$ cat config.mk
export PLATFORM = sky130hd
export DESIGN_NAME = fetch_unit
export DESIGN_NICKNAME = d
export VERILOG_FILES = /design/src/rtl/fetch_unit.sv
export SDC_FILE = /design/constraint.sdc
export NUM_CORES = 1
export LEC_CHECK = 0
export CAP_MARGIN = 20
export CORE_UTILIZATION = 39
export DETAILED_ROUTE_END_ITERATION = 8
export HOLD_SLACK_MARGIN = 0.02
export PLACE_DENSITY = 0.87
export REMOVE_ABC_BUFFERS = 1
export SLEW_MARGIN = 15
export SYNTH_ARGS = -nofsm -noshare
export SYNTH_HDL_FRONTEND = slang
export SYNTH_SLANG_ARGS = --single-unit
$ cat constraint.sdc
create_clock -name Clock -period 1.8 [get_ports Clock]
set_input_delay 0.36 -clock Clock [delete_from_list [all_inputs] [get_ports Clock]]
set_output_delay 0.36 -clock Clock [all_outputs]
set_load 0.02 [all_outputs]
$ cat src/rtl/fetch_unit.sv
// fetch_unit: instruction fetch stage with a BOOT/RUN/HALT control FSM.
//
// Drives a registered fetch address to a combinational instruction memory and
// latches the returned word into IR one cycle later, tagged with the address it
// came from. Redirect loads a new fetch address and flushes IR; Stall freezes
// all fetch state. A word whose top six bits equal HALT_OPCODE is passed to
// decode once and then the unit parks in HALT until Redirect or reset.
//
// Ports
//   Clock       in   rising-edge clock
//   Reset       in   synchronous, active-low reset
//   Instruction in   24-bit instruction-memory read data for address PC
//   Stall       in   hold all fetch state
//   Redirect    in   load PC from Target and flush IR (beats Stall)
//   Target      in   24-bit redirect address
//   PC          out  24-bit registered fetch address
//   IR          out  24-bit registered fetched instruction
//   IR_PC       out  24-bit address IR was fetched from
//   Valid       out  IR holds a real instruction
//   Halted      out  FSM is in HALT (registered)
module fetch_unit #(
  parameter logic [23:0] RESET_PC    = 24'h000000,
  parameter logic [23:0] PC_STEP     = 24'd1,
  parameter logic [5:0]  HALT_OPCODE = 6'h3F
) (
  input  logic        Clock,
  input  logic        Reset,
  input  logic [23:0] Instruction,
  input  logic        Stall,
  input  logic        Redirect,
  input  logic [23:0] Target,
  output logic [23:0] PC,
  output logic [23:0] IR,
  output logic [23:0] IR_PC,
  output logic        Valid,
  output logic        Halted
);

  typedef enum logic [1:0] {
    StBoot = 2'b00,
    StRun  = 2'b01,
    StHalt = 2'b10
  } state_e;

  state_e state;
  logic   is_halt;

  assign is_halt = (Instruction[23:18] == HALT_OPCODE);

  // Halted is updated in lockstep with state so it always mirrors state==HALT
  // without any combinational path from Instruction.
  always_ff @(posedge Clock) begin
    if (!Reset) begin
      state  <= StBoot;
      PC     <= RESET_PC;
      IR     <= 24'h000000;
      IR_PC  <= 24'h000000;
      Valid  <= 1'b0;
      Halted <= 1'b0;
    end else if (Redirect) begin
      // IR_PC deliberately untouched: IR is flushed so its tag is meaningless.
      state  <= StRun;
      PC     <= Target;
      IR     <= 24'h000000;
      Valid  <= 1'b0;
      Halted <= 1'b0;
    end else if (!Stall) begin
      unique case (state)
        StBoot: begin
          state  <= StRun;
          Valid  <= 1'b0;
          Halted <= 1'b0;
        end
        StRun: begin
          IR    <= Instruction;
          IR_PC <= PC;
          Valid <= 1'b1;
          if (is_halt) begin
            // PC stays on the halt word; nothing past it is fetched.
            state  <= StHalt;
            Halted <= 1'b1;
          end else begin
            PC <= PC + PC_STEP;
          end
        end
        StHalt: begin
          Valid <= 1'b0;
        end
        default: begin
          state  <= StBoot;
          Valid  <= 1'b0;
          Halted <= 1'b0;
        end
      endcase
    end
  end

endmodule

==> flow_summary.html, run 1 <==
<table>
<tr><th>Metric</th><th>Value</th></tr>
<tr><th colspan="2">Setup path</th></tr>
<tr><td>Worst setup path class</td><td>in -&gt; reg</td></tr>
<tr><td>Delay of the slowest critical-path stage</td><td>490 ps</td></tr>
<tr><td>Critical Path End</td><td>PC[9]</td></tr>
<tr><td>Reg2reg start</td><td>PC[1]</td></tr>
<tr><td>Maximum net fanout on the critical path</td><td>12</td></tr>
<tr><td>Launching element type of the critical path</td><td>input port</td></tr>
<tr><td>Cell breakdown of the critical path</td><td>clkdlybuf4s50_1, nand4_1, buf_4, o21ai_4, nor2_1, a311oi_1, nor3_1</td></tr>
<tr><td>Top Family by Delay on Critical Path</td><td>buffers and inverters</td></tr>
<tr><td>Worst Path Arrival</td><td>2030 ps</td></tr>
<tr><td>CP bufs+invs</td><td>2</td></tr>
<tr><td>Total stage count of the critical path</td><td>7</td></tr>
<tr><td>Worst reg-to-reg setup slack</td><td>100 ps</td></tr>
<tr><td>Critical-path cell with the highest stage delay</td><td>sky130_fd_sc_hd__clkdlybuf4s50_1</td></tr>
<tr><td>Capture instance of the worst register-to-register path</td><td>PC[10]</td></tr>
<tr><td>Data required time at the worst endpoint</td><td>2040 ps</td></tr>
<tr><td>Number of cells on the worst reg-to-reg path</td><td>6</td></tr>
<tr><td>Worst Setup End Kind</td><td>flip-flop</td></tr>
<tr><td>Launching element of the worst setup path</td><td>Instruction[18]</td></tr>
<tr><th colspan="2">Drt</th></tr>
<tr><td>Routed wire per std cell</td><td>14.84 um</td></tr>
<tr><td>Met3 wire len</td><td>990 um</td></tr>
<tr><td>Via count of the routed design</td><td>3422</td></tr>
<tr><td>Drc violations</td><td>0</td></tr>
<tr><td>Antenna-violating nets left</td><td>0</td></tr>
<tr><td>Via-to-Cell Ratio</td><td>5.257</td></tr>
<tr><td>WL met1</td><td>3763 um</td></tr>
<tr><td>Routed length on met2</td><td>4705 um</td></tr>
<tr><td>Number of detailed-routing iterations run before antenna repair</td><td>4</td></tr>
<tr><td>Top layer used by detailed routing</td><td>met4</td></tr>
<tr><td>Number of violations reported at the end of detailed-routing iteration 0</td><td>177</td></tr>
<tr><td>Total wire length</td><td>9663 um</td></tr>
<tr><th colspan="2">STA</th></tr>
<tr><td>Tmin final</td><td>1795 ps</td></tr>
<tr><td>Clock skew</td><td>7.067 ps</td></tr>
<tr><td>Unrepaired setup endpoints after global routing</td><td>true</td></tr>
<tr><td>Maximum achievable frequency</td><td>0.5572 GHz</td></tr>
<tr><td>Final Worst Setup Slack</td><td>5.199 ps</td></tr>
<tr><td>Final hold violation count</td><td>0</td></tr>
<tr><td>Fin crit share</td><td>99.71%</td></tr>
<tr><td>Slew Viols, Final</td><td>0</td></tr>
<tr><td>Minimum hold slack</td><td>456.7 ps</td></tr>
<tr><td>Number of failing setup endpoints in the final timing report</td><td>0</td></tr>
<tr><td>Pin slew with the least headroom to its limit</td><td>426.3 ps</td></tr>
<tr><td>Slew margin rel.</td><td>71.47%</td></tr>
<tr><td>Total Negative Setup Slacks</td><td>0 ps</td></tr>
<tr><th colspan="2">CTS</th></tr>
<tr><td>Clock tree from TritonCTS</td><td>yes</td></tr>
<tr><td>Clock root buffer master</td><td>sky130_fd_sc_hd__clkbuf_8</td></tr>
<tr><td>Sinks on Clock Net</td><td>75</td></tr>
<tr><td>Clock latency on the worst-skew pair</td><td>350 ps</td></tr>
<tr><td>Clock buffers created by TritonCTS</td><td>9</td></tr>
<tr><td>Maximum buffer depth of the clock tree</td><td>2</td></tr>
<tr><td>Clock H-tree levels</td><td>3</td></tr>
<tr><td>Clock slew at reported path FFs</td><td>80 ps</td></tr>
<tr><th colspan="2">Floorplan</th></tr>
<tr><td>Die ar.</td><td>8586 um2</td></tr>
<tr><td>Count of pins on the block boundary</td><td>126</td></tr>
<tr><td>Initial core utilization</td><td>40.85%</td></tr>
<tr><td>Die width</td><td>92.66 um</td></tr>
<tr><td>Placeable core area</td><td>7848 um2</td></tr>
<tr><td>Row cnt</td><td>32</td></tr>
<tr><td>Die Span Y</td><td>92.66 um</td></tr>
<tr><th colspan="2">Synthesis</th></tr>
<tr><td>Syn Std Cell Area</td><td>3206 um2</td></tr>
<tr><td>Prevailing post-synth register cell</td><td>sky130_fd_sc_hd__dfxtp_1</td></tr>
<tr><td>Compound-cell area share of the yosys netlist</td><td>18.97%</td></tr>
<tr><td>Combinational family with the most area after synthesis</td><td>simple AND/OR/NAND/NOR gates</td></tr>
<tr><td>Mux contribution to synthesized area</td><td>0.3123%</td></tr>
<tr><td>Number of cells produced by synthesis</td><td>394</td></tr>
<tr><td>Share of flip-flops with an asynchronous set or reset after synthesis</td><td>0%</td></tr>
<tr><td>Average footprint of a synthesized cell</td><td>8.136 um2</td></tr>
<tr><td>Synth unique cells</td><td>46</td></tr>
<tr><td>EDFF count, synth</td><td>0</td></tr>
<tr><td>Fraction of the mapped netlist area in adder cells</td><td>0.3903%</td></tr>
<tr><td>Post-Synth XOR/XNOR Area</td><td>4.918%</td></tr>
<tr><td>Share of synthesized area occupied by flip-flops and latches</td><td>46.84%</td></tr>
<tr><td>Synth Area in Simple Gates</td><td>24.47%</td></tr>
<tr><td>Flops &amp; latches, synth</td><td>75</td></tr>
<tr><td>YS warnings</td><td>0</td></tr>
<tr><th colspan="2">Layout</th></tr>
<tr><td># fillers</td><td>681</td></tr>
<tr><td>Final Cell Area</td><td>5039 um2</td></tr>
<tr><td>Core Util, Final</td><td>64.21%</td></tr>
<tr><td>Finished Layout Cells</td><td>651</td></tr>
<tr><td>Count of antenna diodes in the layout</td><td>0</td></tr>
<tr><td>Most common cell after layout, fill and taps aside</td><td>sky130_fd_sc_hd__nand2_1</td></tr>
<tr><td>Layout area overhead</td><td>57.18%</td></tr>
<tr><td>Most used cells in the layout excluding fill and tap cells</td><td>sky130_fd_sc_hd__nand2_1 (113), sky130_fd_sc_hd__clkdlybuf4s50_1 (103), sky130_fd_sc_hd__dfxtp_1 (75)</td></tr>
<tr><td>Number of nets in the finished design</td><td>598</td></tr>
<tr><td>Layout cells sized above 1</td><td>12.39%</td></tr>
<tr><th colspan="2">Placed design</th></tr>
<tr><td>Pre-CTS setup slack</td><td>-420.4 ps</td></tr>
<tr><td>Instance count after placement with tap cells included</td><td>633</td></tr>
<tr><td>Estimated wirelength of the detail-placed design</td><td>7224 um</td></tr>
<tr><td>Port Buffer Count</td><td>125</td></tr>
<tr><td>Placer congestion estimate</td><td>0.8827</td></tr>
<tr><td>Instance area after placement</td><td>4783 um2</td></tr>
<tr><th colspan="2">Global route</th></tr>
<tr><td>Via count of the first global-routing pass</td><td>3303</td></tr>
<tr><td>Largest net degree at the start of global routing</td><td>27</td></tr>
<tr><td>Total congestion overflow</td><td>0</td></tr>
<tr><td>Number of antenna violations at the first check in global routing</td><td>0</td></tr>
<tr><td>First-pass GRT wire length</td><td>15810 um</td></tr>
<tr><td>Overall track demand over capacity in global routing</td><td>23.54%</td></tr>
<tr><th colspan="2">Power and ir drop</th></tr>
<tr><td>Clock network fraction of total power</td><td>35.2%</td></tr>
<tr><td>Power density relative to cell area</td><td>741.6 nW/um2</td></tr>
<tr><td>Pint</td><td>2.748 mW</td></tr>
<tr><td>Net switching power of the design</td><td>0.9889 mW</td></tr>
<tr><td>Power share of the sequential group</td><td>47.7%</td></tr>
<tr><td>Net Sw Frac</td><td>26.47%</td></tr>
<tr><td>Maximum VDD drop</td><td>0.4162 mV</td></tr>
<tr><td>Leakage component of the power</td><td>1.902 nW</td></tr>
<tr><td>Final Power</td><td>3.737 mW</td></tr>
<tr><td>Power share of the combinational group</td><td>17.1%</td></tr>
<tr><th colspan="2">Outcome</th></tr>
<tr><td>Status</td><td>finished, final reports clean</td></tr>
<tr><th colspan="2">Flow run</th></tr>
<tr><td>Max-Cap Viols</td><td>0</td></tr>
<tr><th colspan="2">Hold path</th></tr>
<tr><td>Class of the most critical hold timing path</td><td>reg -&gt; reg</td></tr>
</table>
layer usage:
layer	up-vias	GRT usage, %
li1	1664	-
met1	1582	26.87
met2	160	40.80
met3	16	6.979
met4	0	9.872
met5	-	0
state kept, by name (all words and copies together), names as in the netlist:
signal  cells
IR         24
IR_PC      24
PC         24
Valid       1
state       2
cell families after synthesis:
logic type	after synthesis
flip-flops	75
multiplexers	1
XOR/XNOR	18
adder cells (fa/ha/maj)	1
AND/OR/NAND/NOR	163
AO/OA/AOI/OAI	106
buffers and inverters	30
how the worst min path moves through the flow:
stage | from | cells after the start | end
CTS | IR[8] | 2 | IR[8]
finish | IR[20] | 2 | IR[20]
global route | IR_PC[15] | 2 | IR_PC[15]
global placement | IR[1] | 2 | IR[1]
floorplan | Instruction[0] | 2 | IR[0]
detailed placement | IR[8] | 2 | IR[8]
area by class of cell:
| type | instances | area [um2] | share of cell area [%] |
|---|---|---|---|
| Sequential cell | 75 | 1501 | 29.80 |
| Tap cell | 102 | 127.6 | 2.533 |
| Clock buffer | 11 | 151.4 | 3.005 |
| Multi-Input combinational cell | 289 | 1602 | 31.79 |
| Clock inverter | 4 | 50.05 | 0.9933 |
| Timing Repair Buffer | 164 | 1584 | 31.44 |
| Inverter | 6 | 22.52 | 0.4470 |
power by group through the flow:
stage	combinational (mW)	clock (mW)	sequential, mW
floorplan	0.174	0	1.90
global placement	0.633	0	1.82
detailed placement	0.648	0	1.82
CTS	0.636	1.35	1.78
global route	0.686	1.42	1.79
finish	0.641	1.31	1.78
cell usage after synthesis (3+ instances only):
| library cell | instances | share of area, % |
|---|---|---|
| sky130_fd_sc_hd__nor3_1 | 6 | 0.94 |
| sky130_fd_sc_hd__a211oi_1 | 4 | 0.94 |
| sky130_fd_sc_hd__a21oi_1 | 66 | 10 |
| sky130_fd_sc_hd__a2bb2oi_1 | 3 | 0.82 |
| sky130_fd_sc_hd__inv_1 | 5 | 0.59 |
| sky130_fd_sc_hd__nand3_1 | 8 | 1.2 |
| sky130_fd_sc_hd__xnor2_1 | 9 | 2.5 |
| sky130_fd_sc_hd__o21ai_0 | 16 | 2.5 |
| sky130_fd_sc_hd__dfxtp_1 | 75 | 47 |
| sky130_fd_sc_hd__clkbuf_1 | 19 | 2.2 |
| sky130_fd_sc_hd__nor2_1 | 8 | 0.94 |
| sky130_fd_sc_hd__nand2_1 | 113 | 13 |
| sky130_fd_sc_hd__o22ai_1 | 3 | 0.59 |
| sky130_fd_sc_hd__xor2_1 | 9 | 2.5 |
| sky130_fd_sc_hd__and4_1 | 4 | 1.1 |
| sky130_fd_sc_hd__nand4_1 | 7 | 1.4 |
tightest hold or removal path: stages (launching register included):
cell and delay [ps]:
sky130_fd_sc_hd__dfxtp_1 310, sky130_fd_sc_hd__nand2_1 50, sky130_fd_sc_hd__a21oi_1 50
what timing repair did:
action | 4_1_cts | 5_1_grt
setup endpoints to repair | 17 | 13
buffers inserted | 1 | 2
gates resized for setup | 15 | 11
hold buffers | 0 | 0
pin swaps | 1 | 0
No activity file was read; power rests on OpenSTA's default activity.
==> run 2, diff against run 1 <==
- REMOVE_ABC_BUFFERS: 1 -> not set
==> flow_summary.html, run 2 (synthesized netlist as in run 1, its figures left out) <==
<table>
<tr><th>Metric</th><th>Value</th></tr>
<tr><th colspan="2">Outcome</th></tr>
<tr><td>Status</td><td>finished, final reports clean</td></tr>
<tr><th colspan="2">CTS</th></tr>
<tr><td>Maximum buffer depth of the clock tree</td><td>2 (unchanged)</td></tr>
<tr><td>Clock root buffer master</td><td>sky130_fd_sc_hd__clkbuf_8</td></tr>
<tr><td>Clock slew at reported path FFs</td><td>80 ps (about the same)</td></tr>
<tr><td>Clock H-tree levels</td><td>3 (unchanged)</td></tr>
<tr><td>Clock tree from TritonCTS</td><td>yes</td></tr>
<tr><td>Clock latency on the worst-skew pair</td><td>360 ps (about the same)</td></tr>
<tr><td>Clock buffers created by TritonCTS</td><td>9 (unchanged)</td></tr>
<tr><td>Sinks on Clock Net</td><td>75 (unchanged)</td></tr>
<tr><th colspan="2">Setup path</th></tr>
<tr><td>Maximum net fanout on the critical path</td><td>5 (-7)</td></tr>
<tr><td>Delay of the slowest critical-path stage</td><td>510 ps (+20 ps)</td></tr>
<tr><td>Critical Path End</td><td>PC[18]</td></tr>
<tr><td>Worst setup path class</td><td>in -&gt; reg</td></tr>
<tr><td>Critical-path cell with the highest stage delay</td><td>sky130_fd_sc_hd__clkdlybuf4s50_1</td></tr>
<tr><td>Launching element of the worst setup path</td><td>Stall</td></tr>
<tr><td>Worst Setup End Kind</td><td>flip-flop</td></tr>
<tr><td>Data required time at the worst endpoint</td><td>2030 ps (about the same)</td></tr>
<tr><td>Cell breakdown of the critical path</td><td>clkdlybuf4s50_1, nor3b_4, o21a_1, buf_4, nor2_1, o21ai_0, o311ai_1</td></tr>
<tr><td>Worst reg-to-reg setup slack</td><td>120 ps (+20 ps)</td></tr>
<tr><td>Number of cells on the worst reg-to-reg path</td><td>6 (unchanged)</td></tr>
<tr><td>Capture instance of the worst register-to-register path</td><td>PC[22]</td></tr>
<tr><td>Worst Path Arrival</td><td>1980 ps (-50 ps)</td></tr>
<tr><td>Reg2reg start</td><td>PC[1]</td></tr>
<tr><td>Launching element type of the critical path</td><td>input port</td></tr>
<tr><th colspan="2">Floorplan</th></tr>
<tr><td>Row cnt</td><td>32 (unchanged)</td></tr>
<tr><td>Placeable core area</td><td>7848 um2 (unchanged)</td></tr>
<tr><td>Count of pins on the block boundary</td><td>126 (unchanged)</td></tr>
<tr><td>Die Span Y</td><td>92.66 um (unchanged)</td></tr>
<tr><td>Initial core utilization</td><td>40.85% (unchanged)</td></tr>
<tr><td>Die width</td><td>92.66 um (unchanged)</td></tr>
<tr><td>Die ar.</td><td>8586 um2 (unchanged)</td></tr>
<tr><th colspan="2">Drt</th></tr>
<tr><td>Drc violations</td><td>0 (unchanged)</td></tr>
<tr><td>Routed wire per std cell</td><td>14.65 um (-1.3%)</td></tr>
<tr><td>Number of violations reported at the end of detailed-routing iteration 0</td><td>184 (+4.0%)</td></tr>
<tr><td>Antenna-violating nets left</td><td>0 (unchanged)</td></tr>
<tr><td>Via count of the routed design</td><td>3441 (+0.56%)</td></tr>
<tr><td>Number of detailed-routing iterations run before antenna repair</td><td>6 (+2)</td></tr>
<tr><td>Via-to-Cell Ratio</td><td>5.278 (+0.40%)</td></tr>
<tr><td>Total wire length</td><td>9552 um (-1.1%)</td></tr>
<tr><th colspan="2">STA</th></tr>
<tr><td>Clock skew</td><td>11.49 ps (+4.422 ps)</td></tr>
<tr><td>Maximum achievable frequency</td><td>0.5705 GHz (+2.4%)</td></tr>
<tr><td>Slew margin rel.</td><td>74.07% (+2.6 points)</td></tr>
<tr><td>Final Worst Setup Slack</td><td>47.16 ps (+41.96 ps)</td></tr>
<tr><td>Tmin final</td><td>1753 ps (-41.96 ps)</td></tr>
<tr><td>Unrepaired setup endpoints after global routing</td><td>true</td></tr>
<tr><td>Final hold violation count</td><td>0 (unchanged)</td></tr>
<tr><td>Number of failing setup endpoints in the final timing report</td><td>0 (unchanged)</td></tr>
<tr><td>Fin crit share</td><td>97.38% (-2.3 points)</td></tr>
<tr><td>Slew Viols, Final</td><td>0 (unchanged)</td></tr>
<tr><td>Pin slew with the least headroom to its limit</td><td>387.5 ps (-38.77 ps)</td></tr>
<tr><th colspan="2">Layout</th></tr>
<tr><td>Layout cells sized above 1</td><td>13.27% (+0.89 points)</td></tr>
<tr><td>Layout area overhead</td><td>57.42%</td></tr>
<tr><td>Count of antenna diodes in the layout</td><td>0 (unchanged)</td></tr>
<tr><td>Largest registers in the final layout</td><td>IR x24, IR_PC x24, PC x24</td></tr>
<tr><td>Most common cell after layout, fill and taps aside</td><td>sky130_fd_sc_hd__nand2_1</td></tr>
<tr><td>Most used cells in the layout excluding fill and tap cells</td><td>sky130_fd_sc_hd__nand2_1 (113), sky130_fd_sc_hd__clkdlybuf4s50_1 (103), sky130_fd_sc_hd__dfxtp_1 (74)</td></tr>
<tr><td>Number of nets in the finished design</td><td>598 (unchanged)</td></tr>
<tr><td># fillers</td><td>672 (-1.3%)</td></tr>
<tr><th colspan="2">Global route</th></tr>
<tr><td>Overall track demand over capacity in global routing</td><td>22.77% (-0.77 points)</td></tr>
<tr><td>First-pass GRT wire length</td><td>15550 um (-1.7%)</td></tr>
<tr><td>Via count of the first global-routing pass</td><td>3395 (+2.8%)</td></tr>
<tr><td>Largest net degree at the start of global routing</td><td>27 (unchanged)</td></tr>
<tr><td>Total congestion overflow</td><td>0 (unchanged)</td></tr>
<tr><td>Number of antenna violations at the first check in global routing</td><td>0 (unchanged)</td></tr>
<tr><th colspan="2">Placed design</th></tr>
<tr><td>Port Buffer Count</td><td>125 (unchanged)</td></tr>
<tr><td>Estimated wirelength of the detail-placed design</td><td>6889 um (-4.6%)</td></tr>
<tr><td>Pre-CTS setup slack</td><td>-308.7 ps (+111.7 ps)</td></tr>
<tr><td>Placer congestion estimate</td><td>0.8672 (-1.8%)</td></tr>
<tr><th colspan="2">Power and ir drop</th></tr>
<tr><td>Power density relative to cell area</td><td>734.6 nW/um2 (-0.94%)</td></tr>
<tr><td>Leakage component of the power</td><td>1.909 nW (+0.41%)</td></tr>
<tr><td>Maximum VDD drop</td><td>0.4678 mV (+12%)</td></tr>
<tr><td>Final Power</td><td>3.707 mW (-0.80%)</td></tr>
<tr><th colspan="2">Flow run</th></tr>
<tr><td>Max-Cap Viols</td><td>0 (unchanged)</td></tr>
<tr><th colspan="2">Synthesis</th></tr>
<tr><td>Post-Synthesis Net Count</td><td>447</td></tr>
<tr><th colspan="2">Hold path</th></tr>
<tr><td>Class of the most critical hold timing path</td><td>reg -&gt; reg</td></tr>
</table>
run 2: cell count changes in the layout (fill, tap and decap cells not counted), sizes merged:
cell and delta:
clkbuf -2, clkinv +3
run 2: what timing repair did:
| item | in CTS | in global routing |
|---|---|---|
| setup buffers | 0 | 1 |
| gates cloned | 0 | 0 |
| hold buffers | 0 | 0 |
| pin swaps | 1 | 1 |
| endpoints found under the setup margin | 15 | 15 |
| resized for setup | 14 | 16 |
run 2: worst max-delay path, delay by kind of cell:
| kind | cells | cell delay (ps) |
|---|---|---|
| AO/OA/AOI/OAI | 3 | 580 |
| buffers and inverters | 2 | 700 |
| AND/OR/NAND/NOR | 2 | 340 |
run 2: power by group:
part	switching, mW	internal (mW)	total (mW)	leakage (nW)
logic	0.311	0.319	0.629	1.20
registers	0.0669	1.72	1.79	0.612
clock network	0.654	0.635	1.29	0.0950
total	1.03	2.68	3.71	1.91
run 2: how the worst min path moves through the flow:
stage	depth (start not counted)	from	end	slack, ps
3_3_place_gp	2	IR[20]	IR[20]	440
4_1_cts	2	IR[9]	IR[9]	460
3_5_place_dp	2	IR[10]	IR[10]	450
6_report	2	Valid	Valid	460
2_1_floorplan	2	Instruction[0]	IR[0]	500
5_1_grt	2	IR[10]	IR[10]	470
run 2: stage by stage:
stage | setup TNS (ps) | std cells | hold slack (ps) | util [%] | instance area (um2)
global route | -58.00 | 652 | 472.4 | 64.30 | 5046
finish | 0 | 652 | 455.5 | 64.30 | 5046
global placement | -10880 | 635 | 441.1 | 61.30 | 4811
detailed placement | -14500 | 635 | 446.5 | 61.30 | 4811
CTS | 0 | 651 | 456.3 | 63.54 | 4986
floorplan | 0 | 394 | 496.0 | - | 3206
run 2: cell type report:
class | count | area (um2) | area share, %
multi-input cells | 289 | 1604 | 31.79
inverters | 6 | 22.52 | 0.4463
well taps | 102 | 127.6 | 2.529
clock buffers | 9 | 123.9 | 2.455
repair buffers | 164 | 1597 | 31.64
clock inverters | 7 | 68.82 | 1.364
flip-flops and latches | 75 | 1503 | 29.78
run 2: routing by layer:
metal / wire (um) / track usage (%) / up-vias
met3: 809 / 6.650 / 25
li1: - / - / 1659
met5: 0 / 0 / -
met4: 217 / 9.231 / 0
met2: 4659 / 38.40 / 177
met1: 3865 / 27.08 / 1580
==> run 3, diff against run 2 <==
- GPL_ROUTABILITY_DRIVEN: not set -> 0
==> flow_summary.html, run 3 (synthesized netlist as in run 1, its figures left out) <==
<table>
<tr><th>Metric</th><th>Value</th></tr>
<tr><th colspan="2">Global route</th></tr>
<tr><td>First-pass GRT wire length</td><td>15460 um (-0.57%)</td></tr>
<tr><td>Number of antenna violations at the first check in global routing</td><td>0 (unchanged)</td></tr>
<tr><td>Overall track demand over capacity in global routing</td><td>22.72% (-0.055 points)</td></tr>
<tr><td>Via count of the first global-routing pass</td><td>3206 (-5.6%)</td></tr>
<tr><td>Largest net degree at the start of global routing</td><td>27 (unchanged)</td></tr>
<tr><td>Total congestion overflow</td><td>0 (unchanged)</td></tr>
<tr><th colspan="2">CTS</th></tr>
<tr><td>Clock slew at reported path FFs</td><td>80 ps (about the same)</td></tr>
<tr><td>Clock H-tree levels</td><td>3 (unchanged)</td></tr>
<tr><td>Clock buffers created by TritonCTS</td><td>9 (unchanged)</td></tr>
<tr><td>Clock root buffer master</td><td>sky130_fd_sc_hd__clkbuf_8</td></tr>
<tr><td>Clock latency on the worst-skew pair</td><td>350 ps (about the same)</td></tr>
<tr><td>Clock tree from TritonCTS</td><td>yes</td></tr>
<tr><td>Sinks on Clock Net</td><td>75 (unchanged)</td></tr>
<tr><td>Maximum buffer depth of the clock tree</td><td>2 (unchanged)</td></tr>
<tr><th colspan="2">Floorplan</th></tr>
<tr><td>Initial core utilization</td><td>40.85% (unchanged)</td></tr>
<tr><td>Die ar.</td><td>8586 um2 (unchanged)</td></tr>
<tr><td>Die Span Y</td><td>92.66 um (unchanged)</td></tr>
<tr><td>Count of pins on the block boundary</td><td>126 (unchanged)</td></tr>
<tr><td>Die width</td><td>92.66 um (unchanged)</td></tr>
<tr><td>Row cnt</td><td>32 (unchanged)</td></tr>
<tr><td>Placeable core area</td><td>7848 um2 (unchanged)</td></tr>
<tr><th colspan="2">Power and ir drop</th></tr>
<tr><td>Power density relative to cell area</td><td>761.2 nW/um2 (+3.6%)</td></tr>
<tr><td>Maximum VDD drop</td><td>0.4389 mV (-6.2%)</td></tr>
<tr><td>Final Power</td><td>3.863 mW (+4.2%)</td></tr>
<tr><td>Leakage component of the power</td><td>1.935 nW (+1.3%)</td></tr>
<tr><th colspan="2">Layout</th></tr>
<tr><td>Finished Layout Cells</td><td>651 (-0.15%)</td></tr>
<tr><td>Layout cells sized above 1</td><td>12.93% (-0.34 points)</td></tr>
<tr><td>Final Cell Area</td><td>5075 um2 (+0.57%)</td></tr>
<tr><td>Count of antenna diodes in the layout</td><td>0 (unchanged)</td></tr>
<tr><td># fillers</td><td>671 (-0.15%)</td></tr>
<tr><td>Layout area overhead</td><td>58.31%</td></tr>
<tr><td>Number of nets in the finished design</td><td>597 (-0.17%)</td></tr>
<tr><td>Most common cell after layout, fill and taps aside</td><td>sky130_fd_sc_hd__nand2_1</td></tr>
<tr><td>Largest registers in the final layout</td><td>IR x24, IR_PC x24, PC x24</td></tr>
<tr><td>Core Util, Final</td><td>64.67% (+0.37 points)</td></tr>
<tr><td>Most used cells in the layout excluding fill and tap cells</td><td>sky130_fd_sc_hd__nand2_1 (113), sky130_fd_sc_hd__clkdlybuf4s50_1 (103), sky130_fd_sc_hd__dfxtp_1 (74)</td></tr>
<tr><th colspan="2">Setup path</th></tr>
<tr><td>Worst Setup End Kind</td><td>output port</td></tr>
<tr><td>Worst reg-to-reg setup slack</td><td>120 ps (about the same)</td></tr>
<tr><td>Critical-path cell with the highest stage delay</td><td>sky130_fd_sc_hd__clkdlybuf4s50_1</td></tr>
<tr><td>Maximum net fanout on the critical path</td><td>4 (-1)</td></tr>
<tr><td>Data required time at the worst endpoint</td><td>1440 ps (-590 ps)</td></tr>
<tr><td>Cell breakdown of the critical path</td><td>clkdlybuf4s50_1</td></tr>
<tr><td>Top Family by Delay on Critical Path</td><td>buffers and inverters</td></tr>
<tr><td>Delay of the slowest critical-path stage</td><td>630 ps (+120 ps)</td></tr>
<tr><td>Total stage count of the critical path</td><td>1 (-6)</td></tr>
<tr><td>Launching element type of the critical path</td><td>flip-flop</td></tr>
<tr><td>Worst Path Arrival</td><td>1380 ps (-600 ps)</td></tr>
<tr><td>CP bufs+invs</td><td>1 (-1)</td></tr>
<tr><td>Number of cells on the worst reg-to-reg path</td><td>6 (unchanged)</td></tr>
<tr><td>Worst setup path class</td><td>reg -&gt; out</td></tr>
<tr><th colspan="2">STA</th></tr>
<tr><td>Final hold violation count</td><td>0 (unchanged)</td></tr>
<tr><td>Fin crit share</td><td>96.46% (-0.92 points)</td></tr>
<tr><td>Pin slew with the least headroom to its limit</td><td>389.4 ps (+1.912 ps)</td></tr>
<tr><td>Unrepaired setup endpoints after global routing</td><td>true</td></tr>
<tr><td>Total Negative Setup Slacks</td><td>0 ps (unchanged)</td></tr>
<tr><td>Slew Viols, Final</td><td>0 (unchanged)</td></tr>
<tr><td>Clock skew</td><td>6.710 ps (-4.779 ps)</td></tr>
<tr><td>Final Worst Setup Slack</td><td>63.68 ps (+16.51 ps)</td></tr>
<tr><td>Slew margin rel.</td><td>73.94% (-0.13 points)</td></tr>
<tr><td>Tmin final</td><td>1736 ps (-16.51 ps)</td></tr>
<tr><td>Maximum achievable frequency</td><td>0.5759 GHz (+0.95%)</td></tr>
<tr><td>Minimum hold slack</td><td>453.6 ps (-1.884 ps)</td></tr>
<tr><td>Number of failing setup endpoints in the final timing report</td><td>0 (unchanged)</td></tr>
<tr><th colspan="2">Placed design</th></tr>
<tr><td>Pre-CTS setup slack</td><td>-396.2 ps (-87.51 ps)</td></tr>
<tr><td>Estimated wirelength of the detail-placed design</td><td>6720 um (-2.5%)</td></tr>
<tr><td>Instance count after placement with tap cells included</td><td>634 (-0.16%)</td></tr>
<tr><td>Port Buffer Count</td><td>125 (unchanged)</td></tr>
<tr><td>Instance area after placement</td><td>4803 um2 (-0.16%)</td></tr>
<tr><th colspan="2">Drt</th></tr>
<tr><td>Antenna-violating nets left</td><td>0 (unchanged)</td></tr>
<tr><td>Number of detailed-routing iterations run before antenna repair</td><td>4 (-2)</td></tr>
<tr><td>Number of violations reported at the end of detailed-routing iteration 0</td><td>160 (-13%)</td></tr>
<tr><td>Via count of the routed design</td><td>3388 (-1.5%)</td></tr>
<tr><td>Total wire length</td><td>9350 um (-2.1%)</td></tr>
<tr><td>Drc violations</td><td>0 (unchanged)</td></tr>
<tr><td>Via-to-Cell Ratio</td><td>5.204 (-1.4%)</td></tr>
<tr><td>Routed wire per std cell</td><td>14.36 um (-2.0%)</td></tr>
<tr><th colspan="2">Hold path</th></tr>
<tr><td>Number of stages on the worst hold path</td><td>2 (unchanged)</td></tr>
<tr><td>Class of the most critical hold timing path</td><td>reg -&gt; reg</td></tr>
<tr><th colspan="2">Flow run</th></tr>
<tr><td>Max-Cap Viols</td><td>0 (unchanged)</td></tr>
<tr><th colspan="2">Outcome</th></tr>
<tr><td>Status</td><td>finished, final reports clean</td></tr>
<tr><th colspan="2">Synthesis</th></tr>
<tr><td>Post-Synthesis Net Count</td><td>447 (unchanged)</td></tr>
</table>
## run 3: what timing repair did
item / CTS / global route
gates cloned: 0 / 0
pin swaps: 1 / 1
endpoints found under the setup margin: 14 / 44
resized for setup: 13 / 15
buffers inserted: 1 / 0
hold buffers: 0 / 0
## run 3: area by class of cell
type                       instances  area (um2)  share of cell area, %
clock buffer                      10       137.6                  2.712
clock inverter                     6       88.84                  1.750
inverter                           6       22.52                 0.4438
multi-input combinational        289        1599                  31.51
sequential                        75        1503                  29.61
tap                              102       127.6                  2.515
timing repair buffer             163        1597                  31.46
## run 3: power breakdown
part	internal (mW)	total [mW]	leakage, nW	switching [mW]
registers	1.72	1.79	0.612	0.0660
logic	0.319	0.629	1.21	0.309
clock network	0.818	1.45	0.108	0.629
## run 3: metal layers
layer | part of all wire, % | vias to the layer above | GRT usage [%]
met5 | 0 | - | 0
met3 | 8.6 | 14 | 5.255
met1 | 42 | 1567 | 28.18
li1 | - | 1665 | -
met2 | 48 | 142 | 37.96
met4 | 1.5 | 0 | 9.103
## run 3: path summary, 6_finish.rpt
check | start | endpoint
min | IR[20] | IR[20]
min reg2reg | IR[20] | IR[20]
max | PC[23] | PC[23]
max reg2reg | PC[1] | PC[12]
## run 3: worst min-delay path: cells and delay by family, from the launching register on
family           cells  cell delay, ps
AND/OR/NAND/NOR      1              50
flip-flops           1             310
AO/OA/AOI/OAI        1              50
